### config.mk
export PLATFORM = sky130hd
export DESIGN_NAME = fetch_seq_ctrl_flat
export DESIGN_NICKNAME = d
export VERILOG_FILES = /design/src/rtl/fetch_seq_if.sv /design/src/rtl/fetch_seq_ctrl.sv /design/src/flat_wrapper.sv
export SDC_FILE = /design/constraint.sdc
export NUM_CORES = 1
export LEC_CHECK = 0
export ABC_CLOCK_PERIOD_IN_PS = 2400
export CORE_MARGIN = 2
export CORE_UTILIZATION = 25
export CTS_CLUSTER_DIAMETER = 60
export DETAILED_ROUTE_END_ITERATION = 8
export MAX_ROUTING_LAYER = met4
export PLACE_DENSITY = 0.46
export SLEW_MARGIN = 5
export SYNTH_ARGS = -nofsm -noshare
export SYNTH_HDL_FRONTEND = slang
export SYNTH_SLANG_ARGS = --single-unit
export TNS_END_PERCENT = 50
### constraint.sdc
create_clock -name clk -period 2.4 [get_ports clk]
set_input_delay 0.6 -clock clk [delete_from_list [all_inputs] [get_ports clk]]
set_output_delay 0.6 -clock clk [all_outputs]
set_load 0.05 [all_outputs]
### src/rtl/fetch_seq_if.sv
// Fetch sequencer bundle: the signals between the sequencer and the
// instruction memory, BPU and hazard/trap logic.
interface fetch_seq_if #(
  parameter int PC_WIDTH  = 32,
  parameter int CNT_WIDTH = 16
) ();
  logic                 imem_ready;
  logic                 stall_id;
  logic                 trap_req;
  logic [PC_WIDTH-1:0]  trap_vec;
  logic                 bpu_mux_sel;
  logic [PC_WIDTH-1:0]  bpu_npc;
  logic                 bpu_chng2nop;
  logic [PC_WIDTH-1:0]  pc;
  logic [PC_WIDTH-1:0]  pcplf;
  logic                 pc_en;
  logic                 fetch_valid;
  logic                 flush_if;
  logic [CNT_WIDTH-1:0] redirect_cnt;
  logic [CNT_WIDTH-1:0] trap_cnt;

  modport master (
    input  imem_ready, stall_id, trap_req, trap_vec,
           bpu_mux_sel, bpu_npc, bpu_chng2nop,
    output pc, pcplf, pc_en, fetch_valid, flush_if, redirect_cnt, trap_cnt
  );

  modport slave (
    output imem_ready, stall_id, trap_req, trap_vec,
           bpu_mux_sel, bpu_npc, bpu_chng2nop,
    input  pc, pcplf, pc_en, fetch_valid, flush_if, redirect_cnt, trap_cnt
  );
endinterface

### src/rtl/fetch_seq_ctrl.sv
// Fetch sequencer: owns the PC, arbitrates trap / BPU / stall / memory-wait
// redirects and produces the pipeline advance and flush controls.
module fetch_seq_ctrl #(
  parameter int                    PC_WIDTH     = 32,
  parameter logic [PC_WIDTH-1:0]   RESET_VECTOR = '0,
  parameter int                    FLUSH_CYCLES = 2,
  parameter int                    CNT_WIDTH    = 16
) (
  input  logic       clk,
  input  logic       nrst,
  fetch_seq_if.master bus
);

  localparam int FC_W = (FLUSH_CYCLES > 1) ? $clog2(FLUSH_CYCLES) : 1;
  localparam logic [FC_W-1:0]      FLUSH_LOAD = FC_W'(FLUSH_CYCLES - 1);
  localparam logic [CNT_WIDTH-1:0] CNT_MAX    = '1;

  typedef enum logic [1:0] {S_BOOT, S_RUN, S_WAIT_MEM, S_FLUSH} state_e;

  state_e               state_q, state_d;
  logic [PC_WIDTH-1:0]  pc_q, pc_d;
  logic [PC_WIDTH-1:0]  pend_pc_q, pend_pc_d;
  logic                 pend_valid_q, pend_valid_d;
  logic [FC_W-1:0]      flush_cnt_q, flush_cnt_d;
  logic [CNT_WIDTH-1:0] redirect_cnt_q, redirect_cnt_d;
  logic [CNT_WIDTH-1:0] trap_cnt_q, trap_cnt_d;
  logic [PC_WIDTH-1:0]  pcplf;
  logic                 pc_en;

  function automatic logic [CNT_WIDTH-1:0] sat_inc(input logic [CNT_WIDTH-1:0] v);
    return (v == CNT_MAX) ? v : v + CNT_WIDTH'(1);
  endfunction

  assign pcplf = pc_q + PC_WIDTH'(4);
  assign pc_en = (state_q == S_RUN) & bus.imem_ready & ~bus.stall_id & ~bus.trap_req;

  // NOTE: every _d gets its hold value first so no path through the case infers a latch.
  always_comb begin
    state_d        = state_q;
    pc_d           = pc_q;
    pend_pc_d      = pend_pc_q;
    pend_valid_d   = pend_valid_q;
    flush_cnt_d    = flush_cnt_q;
    redirect_cnt_d = redirect_cnt_q;
    trap_cnt_d     = trap_cnt_q;

    case (state_q)
      S_BOOT: state_d = S_RUN;

      S_RUN, S_WAIT_MEM: begin
        if (bus.trap_req) begin
          pc_d         = bus.trap_vec;
          pend_valid_d = 1'b0;
          flush_cnt_d  = FLUSH_LOAD;
          trap_cnt_d   = sat_inc(trap_cnt_q);
          state_d      = S_FLUSH;
        end else begin
          if (bus.bpu_chng2nop && pc_en) begin
            pc_d           = bus.bpu_npc;
            pend_valid_d   = 1'b0;
            redirect_cnt_d = sat_inc(redirect_cnt_q);
          end else if (bus.bpu_chng2nop) begin
            // A correction that cannot be taken now is parked; repeats only
            // refresh the target, so one stalled correction counts once.
            pend_pc_d    = bus.bpu_npc;
            pend_valid_d = 1'b1;
            if (!pend_valid_q) redirect_cnt_d = sat_inc(redirect_cnt_q);
          end else if (pc_en && pend_valid_q) begin
            pc_d         = pend_pc_q;
            pend_valid_d = 1'b0;
          end else if (pc_en) begin
            pc_d = bus.bpu_mux_sel ? bus.bpu_npc : pcplf;
          end

          if (state_q == S_RUN && !bus.imem_ready)     state_d = S_WAIT_MEM;
          if (state_q == S_WAIT_MEM && bus.imem_ready) state_d = S_RUN;
        end
      end

      S_FLUSH: begin
        if (bus.trap_req) begin
          pc_d         = bus.trap_vec;
          pend_valid_d = 1'b0;
          flush_cnt_d  = FLUSH_LOAD;
          trap_cnt_d   = sat_inc(trap_cnt_q);
        end else if (flush_cnt_q == '0) begin
          state_d = S_RUN;
        end else begin
          flush_cnt_d = flush_cnt_q - FC_W'(1);
        end
      end

      default: state_d = S_BOOT;
    endcase
  end

  // NOTE: state flops use <= so every flop samples the pre-edge values of the others.
  always_ff @(posedge clk) begin
    if (!nrst) begin
      state_q        <= S_BOOT;
      pc_q           <= RESET_VECTOR;
      pend_valid_q   <= 1'b0;
      flush_cnt_q    <= '0;
      redirect_cnt_q <= '0;
      trap_cnt_q     <= '0;
    end else begin
      state_q        <= state_d;
      pc_q           <= pc_d;
      pend_valid_q   <= pend_valid_d;
      flush_cnt_q    <= flush_cnt_d;
      redirect_cnt_q <= redirect_cnt_d;
      trap_cnt_q     <= trap_cnt_d;
    end
  end

  // NOTE: pend_pc is payload qualified by pend_valid, so it needs no reset.
  always_ff @(posedge clk) begin
    pend_pc_q <= pend_pc_d;
  end

  assign bus.pc           = pc_q;
  assign bus.pcplf        = pcplf;
  assign bus.pc_en        = pc_en;
  assign bus.fetch_valid  = pc_en;
  assign bus.flush_if     = (state_q == S_FLUSH) ||
                            ((state_q != S_BOOT) && (bus.trap_req || bus.bpu_chng2nop));
  assign bus.redirect_cnt = redirect_cnt_q;
  assign bus.trap_cnt     = trap_cnt_q;

endmodule

### src/flat_wrapper.sv
// flat-port wrapper written by rule: the top's interface ports become plain ports
module fetch_seq_ctrl_flat 
#(
  parameter int                    PC_WIDTH     = 32,
  parameter logic [PC_WIDTH-1:0]   RESET_VECTOR = '0,
  parameter int                    FLUSH_CYCLES = 2,
  parameter int                    CNT_WIDTH    = 16
)
  (clk, nrst, bus_imem_ready, bus_stall_id, bus_trap_req, bus_trap_vec, bus_bpu_mux_sel, bus_bpu_npc, bus_bpu_chng2nop, bus_pc, bus_pcplf, bus_pc_en, bus_fetch_valid, bus_flush_if, bus_redirect_cnt, bus_trap_cnt);
  fetch_seq_if #(.PC_WIDTH(PC_WIDTH), .CNT_WIDTH(CNT_WIDTH)) bus_i ();
  input  logic clk;
  input  logic nrst;
  input wire logic [$bits(bus_i.imem_ready)-1:0] bus_imem_ready;
  input wire logic [$bits(bus_i.stall_id)-1:0] bus_stall_id;
  input wire logic [$bits(bus_i.trap_req)-1:0] bus_trap_req;
  input wire logic [$bits(bus_i.trap_vec)-1:0] bus_trap_vec;
  input wire logic [$bits(bus_i.bpu_mux_sel)-1:0] bus_bpu_mux_sel;
  input wire logic [$bits(bus_i.bpu_npc)-1:0] bus_bpu_npc;
  input wire logic [$bits(bus_i.bpu_chng2nop)-1:0] bus_bpu_chng2nop;
  output wire logic [$bits(bus_i.pc)-1:0] bus_pc;
  output wire logic [$bits(bus_i.pcplf)-1:0] bus_pcplf;
  output wire logic [$bits(bus_i.pc_en)-1:0] bus_pc_en;
  output wire logic [$bits(bus_i.fetch_valid)-1:0] bus_fetch_valid;
  output wire logic [$bits(bus_i.flush_if)-1:0] bus_flush_if;
  output wire logic [$bits(bus_i.redirect_cnt)-1:0] bus_redirect_cnt;
  output wire logic [$bits(bus_i.trap_cnt)-1:0] bus_trap_cnt;
  assign bus_i.imem_ready = bus_imem_ready;
  assign bus_i.stall_id = bus_stall_id;
  assign bus_i.trap_req = bus_trap_req;
  assign bus_i.trap_vec = bus_trap_vec;
  assign bus_i.bpu_mux_sel = bus_bpu_mux_sel;
  assign bus_i.bpu_npc = bus_bpu_npc;
  assign bus_i.bpu_chng2nop = bus_bpu_chng2nop;
  assign bus_pc = bus_i.pc;
  assign bus_pcplf = bus_i.pcplf;
  assign bus_pc_en = bus_i.pc_en;
  assign bus_fetch_valid = bus_i.fetch_valid;
  assign bus_flush_if = bus_i.flush_if;
  assign bus_redirect_cnt = bus_i.redirect_cnt;
  assign bus_trap_cnt = bus_i.trap_cnt;
  fetch_seq_ctrl #(.PC_WIDTH(PC_WIDTH), .RESET_VECTOR(RESET_VECTOR), .FLUSH_CYCLES(FLUSH_CYCLES), .CNT_WIDTH(CNT_WIDTH)) u_core (.clk(clk), .nrst(nrst), .bus(bus_i));
endmodule
After elaboration in Yosys (flattened, before gate mapping)
Cells that the tools add are included.
{ "classes": {"n_addsub": 4, "n_mul": 0, "div_mod_pow": 0, "magnitude_cmp": 0, "n_eq_ne": 14, "shift": 0, "n_mux": 28, "n_bitwise": 7, "reduce_logical": 21} }
{ "op_table": {"columns": ["operator", "n"], "rows": [
  ["32-bit 2-to-1 mux", 7],
  ["16-bit 2-to-1 mux", 4],
  ["32-bit case mux with 2 select lines", 1],
  ["16-bit by 1-bit adder with 16-bit output, second input constant", 2],
  ["32-bit by 3-bit adder with 32-bit output, second input constant", 1],
  ["16-bit == test, second input constant", 2],
  ["4-bit AND reduction", 3],
  ["2-bit 2-to-1 mux", 5],
  ["2-bit != test, second input constant", 5],
  ["3-bit AND reduction", 3],
  ["1-bit 2-to-1 mux", 8],
  ["2-bit case mux with 3 select lines", 1],
  ["2-bit nonzero test", 3],
  ["1-bit logical AND", 5],
  ["5-bit by 2-bit != test with 1-bit output, second input constant", 1],
  ["5-bit by 3-bit != test with 1-bit output, second input constant", 1],
  ["2-bit == test, second input constant", 2],
  ["4-bit by 2-bit != test with 1-bit output, second input constant", 1],
  ["4-bit by 3-bit != test with 1-bit output, second input constant", 1],
  ["1-bit NOT", 4],
  ["1-bit case mux with 2 select lines", 2],
  ["1-bit bitwise AND", 3],
  ["3-bit OR reduction", 1],
  ["2-bit by 1-bit == test with 1-bit output, second input constant", 1],
  ["6 further kinds", 7]
]} }
{ "totals": {"register_bits": 100, "latch_bits": 0, "mem_bits_rw": 0, "mem_bits_ro": 0, "inputBits": 71, "out_inout_bits": 99, "elab_cells": 81, "memories": 0} }

Logic depth before layout (Yosys ltp)
Gate-level depths: netlist (run 1).
{ "logic_depth": {"depth_word": 10, "mapped_depth": 9, "ltp_nobuf": 7} }

Least setup slack after synthesis (run 1)
Ideal clock, no wire load.
{ "synth_timing": {"path_type": "register to output", "startpoint": "reg u_core.pc_q[3] (netlist: u_core.bus.pc[3])", "endpoint": "out bus_pcplf[18]", "arrival_time_ns": 2.816, "required_ns": 1.800, "path_slack_ns": -1.016, "stages_incl_launch_ff": 7, "path_buffers": 2, "path_cell_list": "dfxtp_1 ha_1 clkbuf_1 nand3_1 or4_1 buf_2 xnor2_1"} }
{ "synth_between": {"elab_chain_len": 1} }
{ "synth_rtl": {"columns": ["item", "line_no", "text"], "rows": [
  ["start, declared", "fetch_seq_ctrl.sv:21", "logic [PC_WIDTH-1:0] pc_q, pc_d;"],
  ["start signal, assigned", "fetch_seq_ctrl.sv:108", "pc_q <= pc_d;"],
  ["32-bit by 3-bit adder with 32-bit output", "fetch_seq_ctrl.sv:34", "assign pcplf = pc_q + PC_WIDTH'(4);"],
  ["end, declared", "flat_wrapper.sv:21", "output wire logic [$bits(bus_i.pcplf)-1:0] bus_pcplf;"]
]} }
No other way between the ends.

Worst setup path after layout (run 1)
{ "layout_timing": {"startpoint": "reg u_core.pc_q[8] (netlist: u_core.bus.pc[8])", "endpoint": "out bus_pcplf[21]"} }
The elaborated chain is that of the path after synthesis.

==> reports/results.ini, run 1 <==
[status]
outcome = finished with violations
violations = negative setup slack

[cells_and_area]
fillers = 2311
syn_to_final_growth_pct = 73.2
postLayoutCoreUtil = 0.441
stdcell_area_sq_mm = 0.0103
final_cells = 1315
final_cell_mix = buf_4 (138), clkdlybuf4s50_1 (132), nand2_1 (64), nor2_1 (43), dfxtp_1 (42)
drive_above_1_share = 0.304
final_nets = 1069
final_common_cell = buf_4
num_antenna_cells = 0

[min_path]
hold_class = reg2reg

[die]
coreArea_sq_mm = 0.0235
die_h_um = 159
die_area_sq_mm = 0.0252
rows = 56
io_pins = 170
die_x_um = 159
initial_core_util = 0.255

[cts]
cts.sinks = 100
ctsHoldBuffers = 0
cts_tree = yes
clk_latency_ps = 360
cts.htree.levels = 3
cts_root_buffer = clkbuf_16
cts.path.max_buffers = 2
cts.reportedPaths.clkPinSlew_ps = 70
numCtsBuffers = 9

[logic_synthesis]
seq_area_frac_synth = 0.389
synth_top_area_frac = 0.228
yosys_warnings = 0
syn-cell-area_sq_mm = 0.00597
synth_cell_types = 67
synthCells = 700
synth_area_leaders = dfxtp_1 (23%), edfxtp_1 (16%), xnor2_1 (4.5%), nand2_1 (4.3%), o21ai_0 (3.5%)
synth_ff_type = dfxtp_1
async_flop_share = 0
ys_ff_latch = 100
syn_avg_cell_area_sq_um = 8.53
synth_edf_count = 32
synth_top_cell_by_area = dfxtp_1
synth_nets = 778

[critical_path]
endpoint_kind = output port
required_ps = 1800
reg2reg_slack_ps = 130
path_class = reg2out
crit_fanout = 7
arrival_ps = 2230
setup.worst_path.start_class = flop

[drt]
via_per_inst = 5.17
drt-pass1-iter-count = 5
drc_errors = 0
postRouteAntennaNets = 0
drt-wirelength-per-cell_um = 19.8
drt_iter0_markers = 479
vias = 6795
routed_wl_um = 26100

[grt]
global_route.usage.total = 0.213
antenna_found_initial = 0
grt_max_degree = 27
grt_pass1_wl_um = 39400
gr-total-overflow = 0
grt_pass1_vias = 6820

[pwr]
cellPowerDensity_mw_per_mm2 = 866
p_leak_nw = 3.92
total_power_mw = 8.96
ir_drop_mv = 0.399

[timing]
period_share = 1.18
hold_viol_final = 0
whs_ps = 469
fin_ws_ps = -433
setup_viol = 23
rsz0062_at_grt = yes
tightestPinTransition_ps = 531
max_freq_ghz = 0.353
period_minus_slack_ps = 2830
maxSlewViolCount = 0
slew_headroom = 0.645
fin_skew_ps = 13.8

[place]
port_buffers = 169
gp_congestion = 0.872
placed_area_sq_mm = 0.00962
placedCellCount = 1283
place_hpwl_um = 20100

[job]
cap_violations = 0

[registers in the layout, indices dropped and copies added, names as in the netlist]
register                 cells
u_core.bus.pc               32
u_core.bus.redirect_cnt     16
u_core.bus.trap_cnt         16
u_core.flush_cnt_q           1
u_core.pend_pc_q            32
u_core.pend_valid_q          1
u_core.state_q               2
[layer usage]
layer	vias up	wire length [um]	GRT usage
met2	262	12300	0.341
met1	3284	11600	0.276
met4	0	529	0.0708
met5	-	0	-
met3	34	1590	0.0294
li1	3215	-	-
[worst max-delay path, stage by stage (launching register included)]
cell and delay (ps):
dfxtp_4 350, nand4_1 110, buf_6 150, or4_4 580, o31a_1 290, or2_4 240
buf_12 150
[power by group]
part / internal [mW] / switching, mW / total, mW / leakage (nW)
sequential: 2.08 / 0.257 / 2.33 / 0.864
clock: 0.809 / 0.679 / 1.49 / 0.149
combinational: 2.22 / 2.92 / 5.14 / 2.91
total: 5.10 / 3.86 / 8.96 / 3.92
[through the flow]
step	setup WS, ps	TNS (ps)
floorplan	-151	-1080
global placement	-277	-9200
detailed placement	-306	-10880
CTS	-448	-5040
global route	-487	-7790
finish	-433	-6320
[final timing paths]
path	depth (start not counted)	to	startpoint
worst max-delay path	6	bus_pcplf[21]	u_core.bus.pc[8]
worst min-delay path	2	u_core.flush_cnt_q	u_core.flush_cnt_q
worst max register to register	8	u_core.bus.pc[12]	u_core.state_q[0]
worst min register to register	2	u_core.flush_cnt_q	u_core.flush_cnt_q
[final cells by class]
cell class              count  area (sq um)  share of cell area
well taps                 319           399              0.0386
flip-flops and latches    100          2410               0.233
clock inverters             3          17.5             0.00169
multi-input cells         538          3890               0.376
repair buffers            325          3290               0.318
clock buffers              13           275              0.0266
inverters                  17          63.8             0.00617
[synth_stat cells, drive strengths merged (8+ instances only)]
| cell type | instances |
|---|---|
| and3 | 28 |
| edfxtp | 32 |
| nand4 | 25 |
| dfxtp | 68 |
| xnor2 | 31 |
| a31oi | 10 |
| and4 | 9 |
| clkbuf | 36 |
| nor4 | 10 |
| o21ai | 44 |
| mux2i | 8 |
| a221oi | 15 |
| xor2 | 12 |
| a21oi | 34 |
| inv | 17 |
| a21boi | 9 |
| and2 | 10 |
| nor3 | 21 |
| buf | 9 |
| nand3 | 34 |
| nand2 | 68 |
| nor2 | 46 |
[timing repair]
action	in CTS	in global routing
pin swaps	17	19
resized for setup	44	19
buffers inserted	6	11
endpoints found under the setup margin	26	34
[cell families after synthesis]
group                      Yosys count  share of synthesized area
muxes                                8                     0.0134
buffers and inverters               62                     0.0417
DFF                                100                      0.389
adders and majority gates            7                     0.0147
AOI/OAI and AO/OA                  189                      0.220
and+or+nand+nor                    291                      0.258
xor gates and xnor gates            43                     0.0630
Note: power is estimated with default switching activity, not from simulation.
==> inputs of run 2 (changes only) <==
Settings changed: GPL_ROUTABILITY_DRIVEN from default to 0.
==> run 2 against run 1 <==
  * The run still ends with negative setup slack left
  * Clock-buffer cell count fell by 2
  * Highest routed layer unchanged
  * Largest power group unchanged
  * Via count is 0.81% lower
  * Hold slack hardly changed
==> reports/results.ini, run 2 (same netlist as run 1, synthesis figures left out) <==
[critical_path]
worst-path-buf-inv = 2  ; unchanged
path_cells = nand4_1, buf_4, or4_4, or3_4, nand2_8, buf_12
rr_startpoint = u_core.state_q[0]
path_class = reg2out
endpoint_kind = output port
crit_fanout = 6  ; -1
slowest_stage = or4_4
setup.worst_path.start_class = flop
arrival_ps = 2300  ; +70 ps
startpoint = u_core.bus.pc[7]
endpoint = bus_pcplf[20]
reg2regPathDepth = 9  ; +1
reg2reg_slack_ps = 150  ; +20 ps
crit_family = simple AND/OR/NAND/NOR gates
critPathMaxStageDelay_ps = 540  ; -40 ps
worst-path-stages = 6  ; unchanged
required_ps = 1800  ; about the same
r2r_end = u_core.bus.pc[21]

[pwr]
total_power_mw = 8.99  ; +0.30%
p_leak_nw = 3.91  ; -0.21%
cellPowerDensity_mw_per_mm2 = 877  ; +1.3%
ir_drop_mv = 0.430  ; +7.8%

[cts]
cts.path.max_buffers = 2  ; unchanged
numCtsBuffers = 9  ; unchanged
cts_root_buffer = clkbuf_16
cts_tree = yes
cts.sinks = 100  ; unchanged
cts.htree.levels = 3  ; unchanged
cts.reportedPaths.clkPinSlew_ps = 70  ; about the same
clk_latency_ps = 360  ; about the same

[grt]
gr-total-overflow = 0  ; unchanged
antenna_found_initial = 1  ; +1
grt_max_degree = 35  ; +30%
grt_pass1_wl_um = 38900  ; -1.2%
global_route.usage.total = 0.209  ; -0.00411
grt_pass1_vias = 6764  ; -0.82%

[timing]
setup_viol = 24  ; +4.3%
fin_ws_ps = -501  ; -67.8 ps
whs_ps = 470  ; +0.498 ps
max_freq_ghz = 0.345  ; -2.3%
hold_viol_final = 0  ; unchanged
maxSlewViolCount = 0  ; unchanged
period_share = 1.21  ; +0.0283
period_minus_slack_ps = 2900  ; +67.8 ps
rsz0062_at_grt = yes
tightestPinTransition_ps = 523  ; -7.54 ps
fin_setup_tns_ps = -7450  ; -1130 ps
fin_skew_ps = 10.4  ; -3.45 ps
slew_headroom = 0.650  ; +0.00505

[drt]
drt_iter0_markers = 455  ; -5.0%
via_per_inst = 5.17  ; about the same
drc_errors = 0  ; unchanged
postRouteAntennaNets = 0  ; unchanged
routed_wl_um = 25700  ; -1.4%
drt-wirelength-per-cell_um = 19.7  ; -0.58%
vias = 6740  ; -0.81%
drt-pass1-iter-count = 5  ; unchanged

[cells_and_area]
syn_to_final_growth_pct = 71.6
drive_above_1_share = 0.292  ; -0.0126
fillers = 2293  ; -0.78%
final_cells = 1304  ; -0.84%
regArea_sq_mm = 0.00241  ; +0.10%
final_cell_mix = clkdlybuf4s50_1 (131), buf_4 (130), nand2_1 (65), nor2_1 (44), o21ai_0 (41)
postLayoutCoreUtil = 0.437  ; -0.00416
final_nets = 1057  ; -1.1%
final_common_cell = clkdlybuf4s50_1
multi_input_area_sq_mm = 0.00386  ; -0.68%

[die]
die_h_um = 159  ; unchanged
io_pins = 170  ; unchanged
coreArea_sq_mm = 0.0235  ; unchanged
die_area_sq_mm = 0.0252  ; unchanged
die_x_um = 159  ; unchanged
initial_core_util = 0.255  ; unchanged
rows = 56  ; unchanged

[place]
place_hpwl_um = 19700  ; -1.7%
placedCellCount = 1270  ; -1.0%
port_buffers = 169  ; unchanged

[min_path]
hold_class = reg2reg

[job]
cap_violations = 0  ; unchanged

[status]
outcome = finished with violations
violations = negative setup slack

-- run 2: changes by cell type in the layout (fill, tap and decap cells not counted), sizes merged --
cell / previous run / this run
diode: 0 / 1
bufinv: 0 / 1
buf: 191 / 179
clkdlybuf4s50: 132 / 131
clkbuf: 13 / 11
inv: 19 / 20
dlygate4sd2: 1 / 2
-- run 2: how the worst min path moves through the flow --
| stage | startpoint | end | slack [ps] | cells after the start |
|---|---|---|---|---|
| detailed placement | u_core.flush_cnt_q | u_core.flush_cnt_q | 460 | 2 |
| floorplan | u_core.flush_cnt_q | u_core.flush_cnt_q | 440 | 2 |
| global placement | u_core.flush_cnt_q | u_core.flush_cnt_q | 460 | 2 |
| global route | u_core.flush_cnt_q | u_core.flush_cnt_q | 520 | 2 |
| CTS | u_core.flush_cnt_q | u_core.flush_cnt_q | 470 | 2 |
| finish | u_core.flush_cnt_q | u_core.flush_cnt_q | 470 | 2 |
-- run 2: worst min-delay path, cell delays in order, from the launching register on --
cell and delay, ps:
dfxtp_1 310, inv_1 50, a221oi_1 60
-- run 2: final cells by class --
cell class	count	share of cell area
Tap cell	319	0.0389
Clock inverter	5	0.00659
Inverter	17	0.00622
Sequential cell	100	0.235
Timing Repair Buffer	313	0.312
Antenna cell	1	0.000244
Clock buffer	11	0.0237
Multi-Input combinational cell	538	0.377
-- run 2: layer usage --
metal / track usage / wire length (um) / part of all wire
met1: 0.269 / 11500 / 0.45
met2: 0.335 / 12200 / 0.47
met3: 0.0289 / 1410 / 0.055
met4: 0.0729 / 629 / 0.024
met5: - / 0 / 0
-- run 2: metrics by stage --
step           cell area [sq um]  setup slack (ps)
2_1_floorplan               6310              -151
3_3_place_gp                9530              -364
3_5_place_dp                9530              -408
4_1_cts                     9970              -545
5_1_grt                    10300              -581
6_report                   10300              -501
-- run 2: where the power goes --
part | internal [mW] | switching, mW
sequential | 2.08 | 0.261
clock | 0.856 | 0.721
combinational | 2.18 | 2.89
total | 5.11 | 3.87
-- run 2: what timing repair did --
item | CTS | global route
buffers inserted | 6 | 12
hold buffers | 0 | 0
pin swaps | 6 | 22
resized for setup | 22 | 33
endpoints found under the setup margin | 30 | 39
==> inputs of run 3 (changes only) <==
Settings changed: ABC_AREA from default to 1.
==> run 3 against run 2 <==
  * The flow still finishes with violations (negative setup slack)
  * Setup slack improved by 430 ps
  * Critical path depth rose by 2
  * Clock power fell by 5%
  * Sequential power rose by 9.4%
  * Area after synthesis rose by 5.1%
  * Via count rose by 1.4%
  * Global-route usage fell by 2.4 points
  * Clock skew rose by 1.2 ps
  * Cell area fell by 2.9%
  * Hold slack improved by 14 ps
  * Non-clock buffer count fell by 58
  * Clock-buffer cell count rose by 1
==> reports/results.ini, run 3 <==
[grt]
global_route.usage.total = 0.184  ; -0.0243
grt_max_degree = 30  ; -14%
gr-total-overflow = 0  ; unchanged
antenna_found_initial = 2  ; +1
grt_pass1_wl_um = 37000  ; -4.8%
grt_pass1_vias = 6689  ; -1.1%

[logic_synthesis]
yosysMostFrequentCell = nand2_1
syn-cell-area_sq_mm = 0.00628  ; +5.1%
synth_top_cell_by_area = dfxtp_1
synthTopCellsByCount = nand2_1 (281), a21oi_1 (126), nor2_1 (108)
synth_area_leaders = dfxtp_1 (22%), nand2_1 (17%), edfxtp_1 (15%), a21oi_1 (10%), nor2_1 (6.5%)
ys_ff_latch = 100  ; unchanged
syn_avg_cell_area_sq_um = 6.68  ; -22%
synth_cell_types = 35  ; -48%
yosys_warnings = 0  ; unchanged
synth_edf_count = 32  ; unchanged
synth_nets = 1018  ; +31%
seq_area_frac_synth = 0.370  ; -0.0187
synth_ff_type = dfxtp_1
synth_top_area_frac = 0.217  ; -0.0110
synthCells = 940  ; +34%
async_flop_share = 0  ; unchanged

[critical_path]
setup.worst_path.start_class = flop
arrival_ps = 1870  ; -430 ps
required_ps = 1800  ; about the same
endpoint_kind = output port
reg2reg_slack_ps = 70  ; -80 ps
reg2regPathDepth = 20  ; +11
crit_fanout = 3  ; -3
path_class = reg2out

[timing]
tightestPinTransition_ps = 554  ; +30.7 ps
setup_viol = 6  ; -75%
hold_viol_final = 0  ; unchanged
period_share = 1.03  ; -0.179
max_freq_ghz = 0.405  ; +17%
period_minus_slack_ps = 2470  ; -429 ps
maxSlewViolCount = 0  ; unchanged
fin_skew_ps = 11.6  ; +1.25 ps
fin_ws_ps = -71.7  ; +429 ps
slew_headroom = 0.628  ; -0.0222
whs_ps = 484  ; +14.4 ps
fin_setup_tns_ps = -262  ; +7190 ps
rsz0062_at_grt = yes

[cells_and_area]
final_cells = 1496  ; +15%
final_common_cell = nand2_1
final_cell_mix = nand2_1 (259), clkdlybuf4s50_1 (135), a21oi_1 (126), nor2_1 (93), buf_4 (70)
final_nets = 1243  ; +18%
drive_above_1_share = 0.209  ; -0.0823
fillers = 2549  ; +11%
syn_to_final_growth_pct = 58.6

[cts]
cts.path.max_buffers = 2  ; unchanged
ctsHoldBuffers = 0  ; unchanged
cts_root_buffer = clkbuf_16
cts.sinks = 100  ; unchanged
cts.htree.levels = 3  ; unchanged
cts.reportedPaths.clkPinSlew_ps = 70  ; about the same
cts_tree = yes
clk_latency_ps = 360  ; about the same
numCtsBuffers = 9  ; unchanged

[drt]
drt_iter0_markers = 286  ; -37%
drt-wirelength-per-cell_um = 15.8  ; -20%
drc_errors = 0  ; unchanged
via_per_inst = 4.57  ; -12%
vias = 6833  ; +1.4%
routed_wl_um = 23600  ; -8.1%
drt-pass1-iter-count = 5  ; unchanged
postRouteAntennaNets = 0  ; unchanged

[place]
placedCellCount = 1454  ; +14%
port_buffers = 169  ; unchanged
place_hpwl_um = 17700  ; -10%
pre_cts_ws_ps = 7.68  ; +415 ps

[die]
coreArea_sq_mm = 0.0245  ; +4.2%
die_x_um = 162  ; +2.4%
io_pins = 170  ; unchanged
die_area_sq_mm = 0.0264  ; +4.9%
die_h_um = 162  ; +2.4%
initial_core_util = 0.257  ; +0.00208
rows = 57  ; +1.8%

[status]
outcome = finished with violations
violations = negative setup slack

[min_path]
hold_class = reg2reg
min_path_cells = 2  ; unchanged

[pwr]
p_leak_nw = 3.91  ; about the same
ir_drop_mv = 0.514  ; +19%
total_power_mw = 10.1  ; +13%
cellPowerDensity_mw_per_mm2 = 1020  ; +16%

[job]
cap_violations = 0  ; unchanged

-- run 3: cell count changes after synthesis, sizes merged, moves of 10 or more --
| cell | delta |
|---|---|
| o21ai | +15 |
| nor4 | -10 |
| inv | +58 |
| xor2 | +10 |
| xnor2 | -20 |
| a221oi | -15 |
| nand4 | -20 |
| clkbuf | -15 |
| buf | +11 |
| and3 | -28 |
| a21oi | +92 |
| nor2 | +75 |
| nand2 | +217 |
-- run 3: kinds of logic after synthesis --
kind of cell	after synthesis	synth area share
AOI/OAI and AO/OA	195	0.160
xor gates and xnor gates	33	0.0484
adders and majority gates	7	0.0140
buffers and inverters	116	0.0775
DFF	100	0.370
and+or+nand+nor	489	0.330
-- run 3: critical path: stages, from the launching register on --
cell and delay (ps):
dfxtp_4 370, ha_4 150, nand2_4 50, nor2_4 140, nand2_2 90, nor2_4 210, buf_12 140, xor2_4 210
buf_12 170
-- run 3: final timing paths --
path                       start                  end
min reg2reg  u_core.pend_valid_q  u_core.pend_valid_q
max reg2reg     u_core.bus.pc[2]    u_core.bus.pc[22]
min          u_core.pend_valid_q  u_core.pend_valid_q
max             u_core.bus.pc[2]        bus_pcplf[16]
-- run 3: cell type report --
class / instances / area [sq um] / share of cell area
diodes: 2 / 5.00 / 0.000503
clock buffers: 12 / 236 / 0.0238
clock inverters: 4 / 50.0 / 0.00503
inverters: 75 / 285 / 0.0287
multi-input cells: 724 / 3770 / 0.379
flip-flops and latches: 100 / 2360 / 0.237
well taps: 324 / 405 / 0.0407
repair buffers: 255 / 2840 / 0.286
-- run 3: metrics by stage --
stage	instance area [sq um]	utilization
floorplan	6310	-
global placement	9120	0.373
detailed placement	9120	0.373
CTS	9660	0.395
global route	9950	0.407
finish	9950	0.407
-- run 3: where the power goes --
| group | total, mW | switching [mW] | internal, mW |
|---|---|---|---|
| combinational | 6.08 | 3.59 | 2.48 |
| clock | 1.50 | 0.688 | 0.813 |
| sequential | 2.56 | 0.413 | 2.15 |
-- run 3: what timing repair did --
action | 4_1_cts | 5_1_grt
gates resized for setup | 52 | 43
pin swaps | 16 | 29
setup buffers | 12 | 13
endpoints found under the setup margin | 22 | 26
-- run 3: routing by layer --
metal	global-route usage	routed length [um]
met1	0.236	10800
met2	0.298	11100
met3	0.0379	1420
met4	0.0459	274
met5	-	0
==> RTL edit 1: new RTL, settings of run 2 <==
Encoding of `state_e`: now Gray code (2 bits for 4 states).
--- a/src/rtl/fetch_seq_ctrl.sv
+++ b/src/rtl/fetch_seq_ctrl.sv
@@ -15,7 +15,7 @@
   localparam logic [FC_W-1:0]      FLUSH_LOAD = FC_W'(FLUSH_CYCLES - 1);
   localparam logic [CNT_WIDTH-1:0] CNT_MAX    = '1;
 
-  typedef enum logic [1:0] {S_BOOT, S_RUN, S_WAIT_MEM, S_FLUSH} state_e;
+  typedef enum logic [1:0] {S_BOOT = 2'b00, S_RUN = 2'b01, S_WAIT_MEM = 2'b11, S_FLUSH = 2'b10} state_e;
 
   state_e               state_q, state_d;
   logic [PC_WIDTH-1:0]  pc_q, pc_d;
Behaviour: no difference found for any inputs over 4 cycles, from zero or initial values and one cycle with nrst low; so few cycles prove little.
==> RTL edit 1 against run 2 <==
- the run still ends with negative setup slack left
- sequential share of layout area rose by 0.60 points
- cell area shrank 3.1%
- synthesized area fell by 2.2%
- die area fell by 2.1%
- worst hold slack improved by 30 ps
- routed wire length shrank 2.0%
- setup slack improved by 160 ps
- critical endpoint is now bus_pcplf[25]
- sequential cell count is the same
Power is not compared: it rests on default switching activity, and its combinational part moved more than twofold at a synthesized area within 25%.
==> RTL edit 1: results (changes against run 2) <==
\begin{tabular}{lr}
\hline
Metric & Value \\
\hline
\multicolumn{2}{l}{\textbf{Run status}} \\
\quad Outcome & complete, but fails checks (unchanged) \\
\quad Violations in the final reports & negative setup slack (unchanged) \\
\multicolumn{2}{l}{\textbf{Route}} \\
\quad Total wirelength of the detailed-routed design & 25190 um (was 25710 um) \\
\quad Routed WL per cell & 19.76 um (was 19.72 um) \\
\quad Vias per cell & 5.227 (was 5.169) \\
\quad Starting DRC count in detailed routing & 436 (was 455) \\
\multicolumn{2}{l}{\textbf{Logic synthesis}} \\
\quad Unique masters post-synth & 68 (was 67) \\
\quad Syn\_nets & 752 (was 778) \\
\quad Top area cells in the synthesized netlist & dfxtp\_1, edfxtp\_1, nand2\_1 (was dfxtp\_1, edfxtp\_1, xnor2\_1) \\
\quad Avg Synthesized Cell Area & 8.622 um\^{}2 (was 8.535 um\^{}2) \\
\quad Ranking of synthesized cells by instance count & nand2\_1, dfxtp\_1, nor2\_1, o21ai\_0 (was dfxtp\_1, nand2\_1, nor2\_1, o21ai\_0, clkbuf\_1) \\
\quad Share of the yosys chip area belonging to registers & 39.73\% (was 38.87\%) \\
\multicolumn{2}{l}{\textbf{Finish}} \\
\quad Reg area & 2396 um\^{}2 (was 2410 um\^{}2) \\
\quad Net total in the final layout & 1026 (was 1057) \\
\quad Share of post-route cells with drive strength above 1 & 30.30\% (was 29.17\%) \\
\quad Count of fill cells added during filler insertion & 2232 (was 2293) \\
\multicolumn{2}{l}{\textbf{Placed design}} \\
\quad Final HPWL from detailed placement & 19000 um (was 19730 um) \\
\quad Placed Instance Area & 9194 um\^{}2 (was 9525 um\^{}2) \\
\quad \# placed instances & 1236 (was 1270) \\
\multicolumn{2}{l}{\textbf{Global routing}} \\
\quad Number of global-route vias before repair & 6698 (was 6764) \\
\quad First-pass GRT wire length & 38650 um (was 38900 um) \\
\quad GRT Total Usage & 20.89\% (was 20.85\%) \\
\quad Initial antenna violation count & 5 (was 1) \\
\quad Largest net degree at the start of global routing & 31 (was 35) \\
\multicolumn{2}{l}{\textbf{Timing}} \\
\quad Final clock skew & 10.66 ps (was 10.38 ps) \\
\quad Final setup vio count & 19 (was 24) \\
\quad Max-Slew Margin vs Limit & 49.12\% (was 65.02\%) \\
\quad Setup slack after layout & -336.2 ps (was -501.1 ps) \\
\quad Final sum of negative setup slack & -4576 ps (was -7448 ps) \\
\multicolumn{2}{l}{\textbf{Critical path}} \\
\quad Data arrival time of the critical path & 2140 ps (was 2300 ps) \\
\quad Critical Path Fanout Max & 4 (was 6) \\
\multicolumn{2}{l}{\textbf{Clocking}} \\
\quad Clock transition at path regs & 70 ps (about the same) \\
\quad CTS root buffer & clkbuf\_16 (unchanged) \\
\hline
\end{tabular}
RTL edit 1: cell count changes in the layout (fill, tap and decap cells not counted), sizes merged, moves of 10 or more:
cell    delta
xnor2     -14
o31ai     +10
nand4     -10
a211oi    +10
and3      -12
nor3      -11
RTL edit 1: metrics by stage:
step	worst slack, ps	power, W	hold slack, ps
detailed placement	-354.9	0.003480	487.3
finish	-336.2	0.005070	499.5
global route	-412.7	0.005277	512.3
CTS	-322.8	0.005102	501.2
global placement	-326.9	0.003473	475.7
floorplan	-183.2	0.002704	505.7
RTL edit 1: cell families (layout without fill, tap and decap cells):
| family | count (synthesis) | count (layout) | synth area share (%) |
|---|---|---|---|
| mux | 3 | 3 | 0.5137 |
| flops | 100 | 100 | 39.73 |
| xor+xnor | 28 | 28 | 4.195 |
| fa+ha+maj | 3 | 3 | 0.6422 |
| compound gates | 208 | 208 | 25.32 |
| simple gates | 269 | 269 | 24.51 |
| other cells | 0 | 5 | 0 |
| buf+inv | 67 | 346 | 5.094 |
RTL edit 1: what timing repair did:
action | 4_1_cts | 5_1_grt
gates cloned | 1 | 1
setup buffers | 8 | 8
setup endpoints to repair | 25 | 36
pin swaps | 8 | 14
resized for setup | 39 | 38
RTL edit 1: worst paths after layout:
| path | from | end | slack (ps) | cells past startpoint |
|---|---|---|---|---|
| worst max-delay path | u_core.bus.pc[2] | bus_pcplf[25] | -340 | 8 |
| worst min-delay path | u_core.bus.pc[1] | u_core.bus.pc[1] | 500 | 1 |
| worst max register to register | u_core.bus.redirect_cnt[0] | u_core.bus.redirect_cnt[3] | 190 | 7 |
| worst min register to register | u_core.bus.pc[1] | u_core.bus.pc[1] | 500 | 1 |
RTL edit 1: critical path: stages (launching register included):
cell,delay [ps]
dfxtp_4,370
buf_6,100
and4_4,220
nand4_1,130
buf_4,180
buf_6,130
o31a_1,240
or2_4,260
buf_12,150
RTL edit 1: cell type report:
type | instances | area share (%)
Clock buffer | 9 | 2.266
Multi-Input combinational cell | 511 | 36.21
Clock inverter | 7 | 0.9192
Tap cell | 313 | 3.941
Sequential cell | 100 | 24.11
Antenna cell | 5 | 0.1259
Timing Repair Buffer | 313 | 31.76
Inverter | 17 | 0.6673
RTL edit 1: power by group:
part	switching [W]	internal [W]
sequential	0.0000680	0.00182
clock	0.000677	0.000909
combinational	0.000897	0.000699
RTL edit 1: layer usage:
metal,wire length [um],track usage [%],vias to the layer above
met5,0,-,-
met4,555,5.723,0
met3,1606,4.433,38
met2,11710,32.85,241
met1,11330,27.21,3241
li1,-,-,3145
==> RTL edit 2: new RTL, flow settings as in run 2 <==
Made on the original files. `PC_WIDTH` is set to 32 in 3 places; all go to 24.
--- a/src/rtl/fetch_seq_if.sv
+++ b/src/rtl/fetch_seq_if.sv
@@ -1,7 +1,7 @@
 // Fetch sequencer bundle: the signals between the sequencer and the
 // instruction memory, BPU and hazard/trap logic.
 interface fetch_seq_if #(
-  parameter int PC_WIDTH  = 32,
+  parameter int PC_WIDTH  = 24,
   parameter int CNT_WIDTH = 16
 ) ();
   logic                 imem_ready;
--- a/src/rtl/fetch_seq_ctrl.sv
+++ b/src/rtl/fetch_seq_ctrl.sv
@@ -1,7 +1,7 @@
 // Fetch sequencer: owns the PC, arbitrates trap / BPU / stall / memory-wait
 // redirects and produces the pipeline advance and flush controls.
 module fetch_seq_ctrl #(
-  parameter int                    PC_WIDTH     = 32,
+  parameter int                    PC_WIDTH     = 24,
   parameter logic [PC_WIDTH-1:0]   RESET_VECTOR = '0,
   parameter int                    FLUSH_CYCLES = 2,
   parameter int                    CNT_WIDTH    = 16
--- a/src/flat_wrapper.sv
+++ b/src/flat_wrapper.sv
@@ -1,7 +1,7 @@
 // flat-port wrapper written by rule: the top's interface ports become plain ports
 module fetch_seq_ctrl_flat 
 #(
-  parameter int                    PC_WIDTH     = 32,
+  parameter int                    PC_WIDTH     = 24,
   parameter logic [PC_WIDTH-1:0]   RESET_VECTOR = '0,
   parameter int                    FLUSH_CYCLES = 2,
   parameter int                    CNT_WIDTH    = 16
Interface: changed (resized bus_bpu_npc, bus_pc, bus_pcplf and bus_trap_vec); port bits go from 170 to 138. The function was not compared with the original's and may differ.
==> RTL edit 2 against run 2 <==
- setup slack better by 410 ps
- the flow still finishes with violations (negative setup slack)
- cell area shrank 22%
- synthesized area shrank 21%
- highest routed layer unchanged
- critical path type unchanged
- routed wire length is 29% lower
- largest power group unchanged
- sequential cell count fell by 16
- first-iteration DRC count down 20%
- total power fell by 17%
==> RTL edit 2: results (changes against run 2) <==
\begin{tabular}{lr}
\hline
Metric & Value \\
\hline
\multicolumn{2}{l}{\textbf{Run status}} \\
\quad Outcome & complete, but fails checks (unchanged) \\
\quad Violations in the final reports & negative setup slack (unchanged) \\
\multicolumn{2}{l}{\textbf{Route}} \\
\quad Met3 WL & 808 um (was 1411 um) \\
\quad Met1 Routed Length & 8370 um (was 11510 um) \\
\quad Vias per cell & 5.124 (was 5.169) \\
\multicolumn{2}{l}{\textbf{Critical path}} \\
\quad Worst reg2reg path endpoint & u\_core.bus.pc[14] (was u\_core.bus.pc[21]) \\
\quad Minimum setup slack among reg-to-reg paths & 260 ps (was 150 ps) \\
\quad Slowest-stage cell, CP & dfxtp\_2 (was or4\_4) \\
\quad Critical Path Fanout Max & 4 (was 6) \\
\multicolumn{2}{l}{\textbf{Logic synthesis}} \\
\quad Top area cells in the synthesized netlist & dfxtp\_1, edfxtp\_1, xnor2\_1 (unchanged) \\
\quad Share of the yosys chip area belonging to registers & 40.79\% (was 38.87\%) \\
\quad Syn\_nets & 591 (was 778) \\
\quad Ranking of synthesized cells by instance count & dfxtp\_1, nand2\_1, nor2\_1, nand3\_1 (was dfxtp\_1, nand2\_1, nor2\_1, o21ai\_0, clkbuf\_1) \\
\multicolumn{2}{l}{\textbf{Placed design}} \\
\quad Placed Instance Area & 7247 um\^{}2 (was 9525 um\^{}2) \\
\multicolumn{2}{l}{\textbf{Finish}} \\
\quad Share of cell area taken by flip-flops and latches & 24.57\% (was 23.51\%) \\
\quad Non-Clock Buffer Count & 247 (was 313) \\
\quad Proportion of cell area spent on the clock network & 4.169\% (was 3.027\%) \\
\quad Net total in the final layout & 812 (was 1057) \\
\multicolumn{2}{l}{\textbf{Timing}} \\
\quad Tightest hold margin & 447.0 ps (was 469.6 ps) \\
\quad Setup slack after layout & -95.27 ps (was -501.1 ps) \\
\quad Final setup vio count & 9 (was 24) \\
\multicolumn{2}{l}{\textbf{Pwr}} \\
\quad Leakage power figure & 3.024 nW (was 3.911 nW) \\
\quad Peak supply drop & 422.0 uV (was 430.2 uV) \\
\multicolumn{2}{l}{\textbf{Global routing}} \\
\quad First-pass GRT wire length & 28550 um (was 38900 um) \\
\quad Met2 layer usage reported by global route & 29.79\% (was 33.52\%) \\
\hline
\end{tabular}
-- RTL edit 2: how the worst max path moves through the flow --
| stage | start | to | cells past startpoint |
|---|---|---|---|
| after CTS | u_core.bus.pc[14] | bus_pcplf[23] | 7 |
| after floorplan | u_core.bus.pc[4] | bus_pcplf[21] | 6 |
| after detailed placement | bus_trap_req | u_core.bus.pc[12] | 7 |
| after global placement | bus_trap_req | u_core.bus.pc[21] | 7 |
| final | u_core.bus.pc[14] | bus_pcplf[23] | 7 |
| after global routing | u_core.bus.pc[14] | bus_pcplf[23] | 7 |
-- RTL edit 2: kinds of logic (layout without fill, tap and decap cells) --
kind of cell / count (synthesis) / count (layout) / share of synthesized area, %
AO/OA/AOI/OAI: 135 / 135 / 20.61
XOR/XNOR: 42 / 42 / 7.807
adder cells (fa/ha/maj): 7 / 7 / 1.859
buffers and inverters: 49 / 275 / 4.859
flip-flops: 84 / 84 / 40.79
multiplexers: 3 / 3 / 0.6904
AND/OR/NAND/NOR: 209 / 209 / 23.39
-- RTL edit 2: per-stage QoR --
stage,utilization [%],worst slack [ps],std cells
3_3_place_gp,39.00,-159.5,953
3_5_place_dp,39.00,-255.6,953
4_1_cts,42.31,-94.38,983
2_1_floorplan,-,9.172,529
5_1_grt,42.97,-202.9,989
6_report,42.97,-95.27,989
-- RTL edit 2: timing repair --
item | in CTS | in global routing
hold endpoints to repair | 0 | 0
pin swaps | 20 | 10
setup endpoints to repair | 17 | 17
gates resized for setup | 41 | 16
buffers inserted | 14 | 6
-- RTL edit 2: power breakdown --
part           switching, W  internal (W)
logic               0.00226       0.00169
clock network      0.000597      0.000964
registers          0.000198       0.00172
-- RTL edit 2: tightest hold or removal path: stages (launching register included) --
cell     delay, ps
dfxtp_1        310
inv_1           40
a21oi_1         50
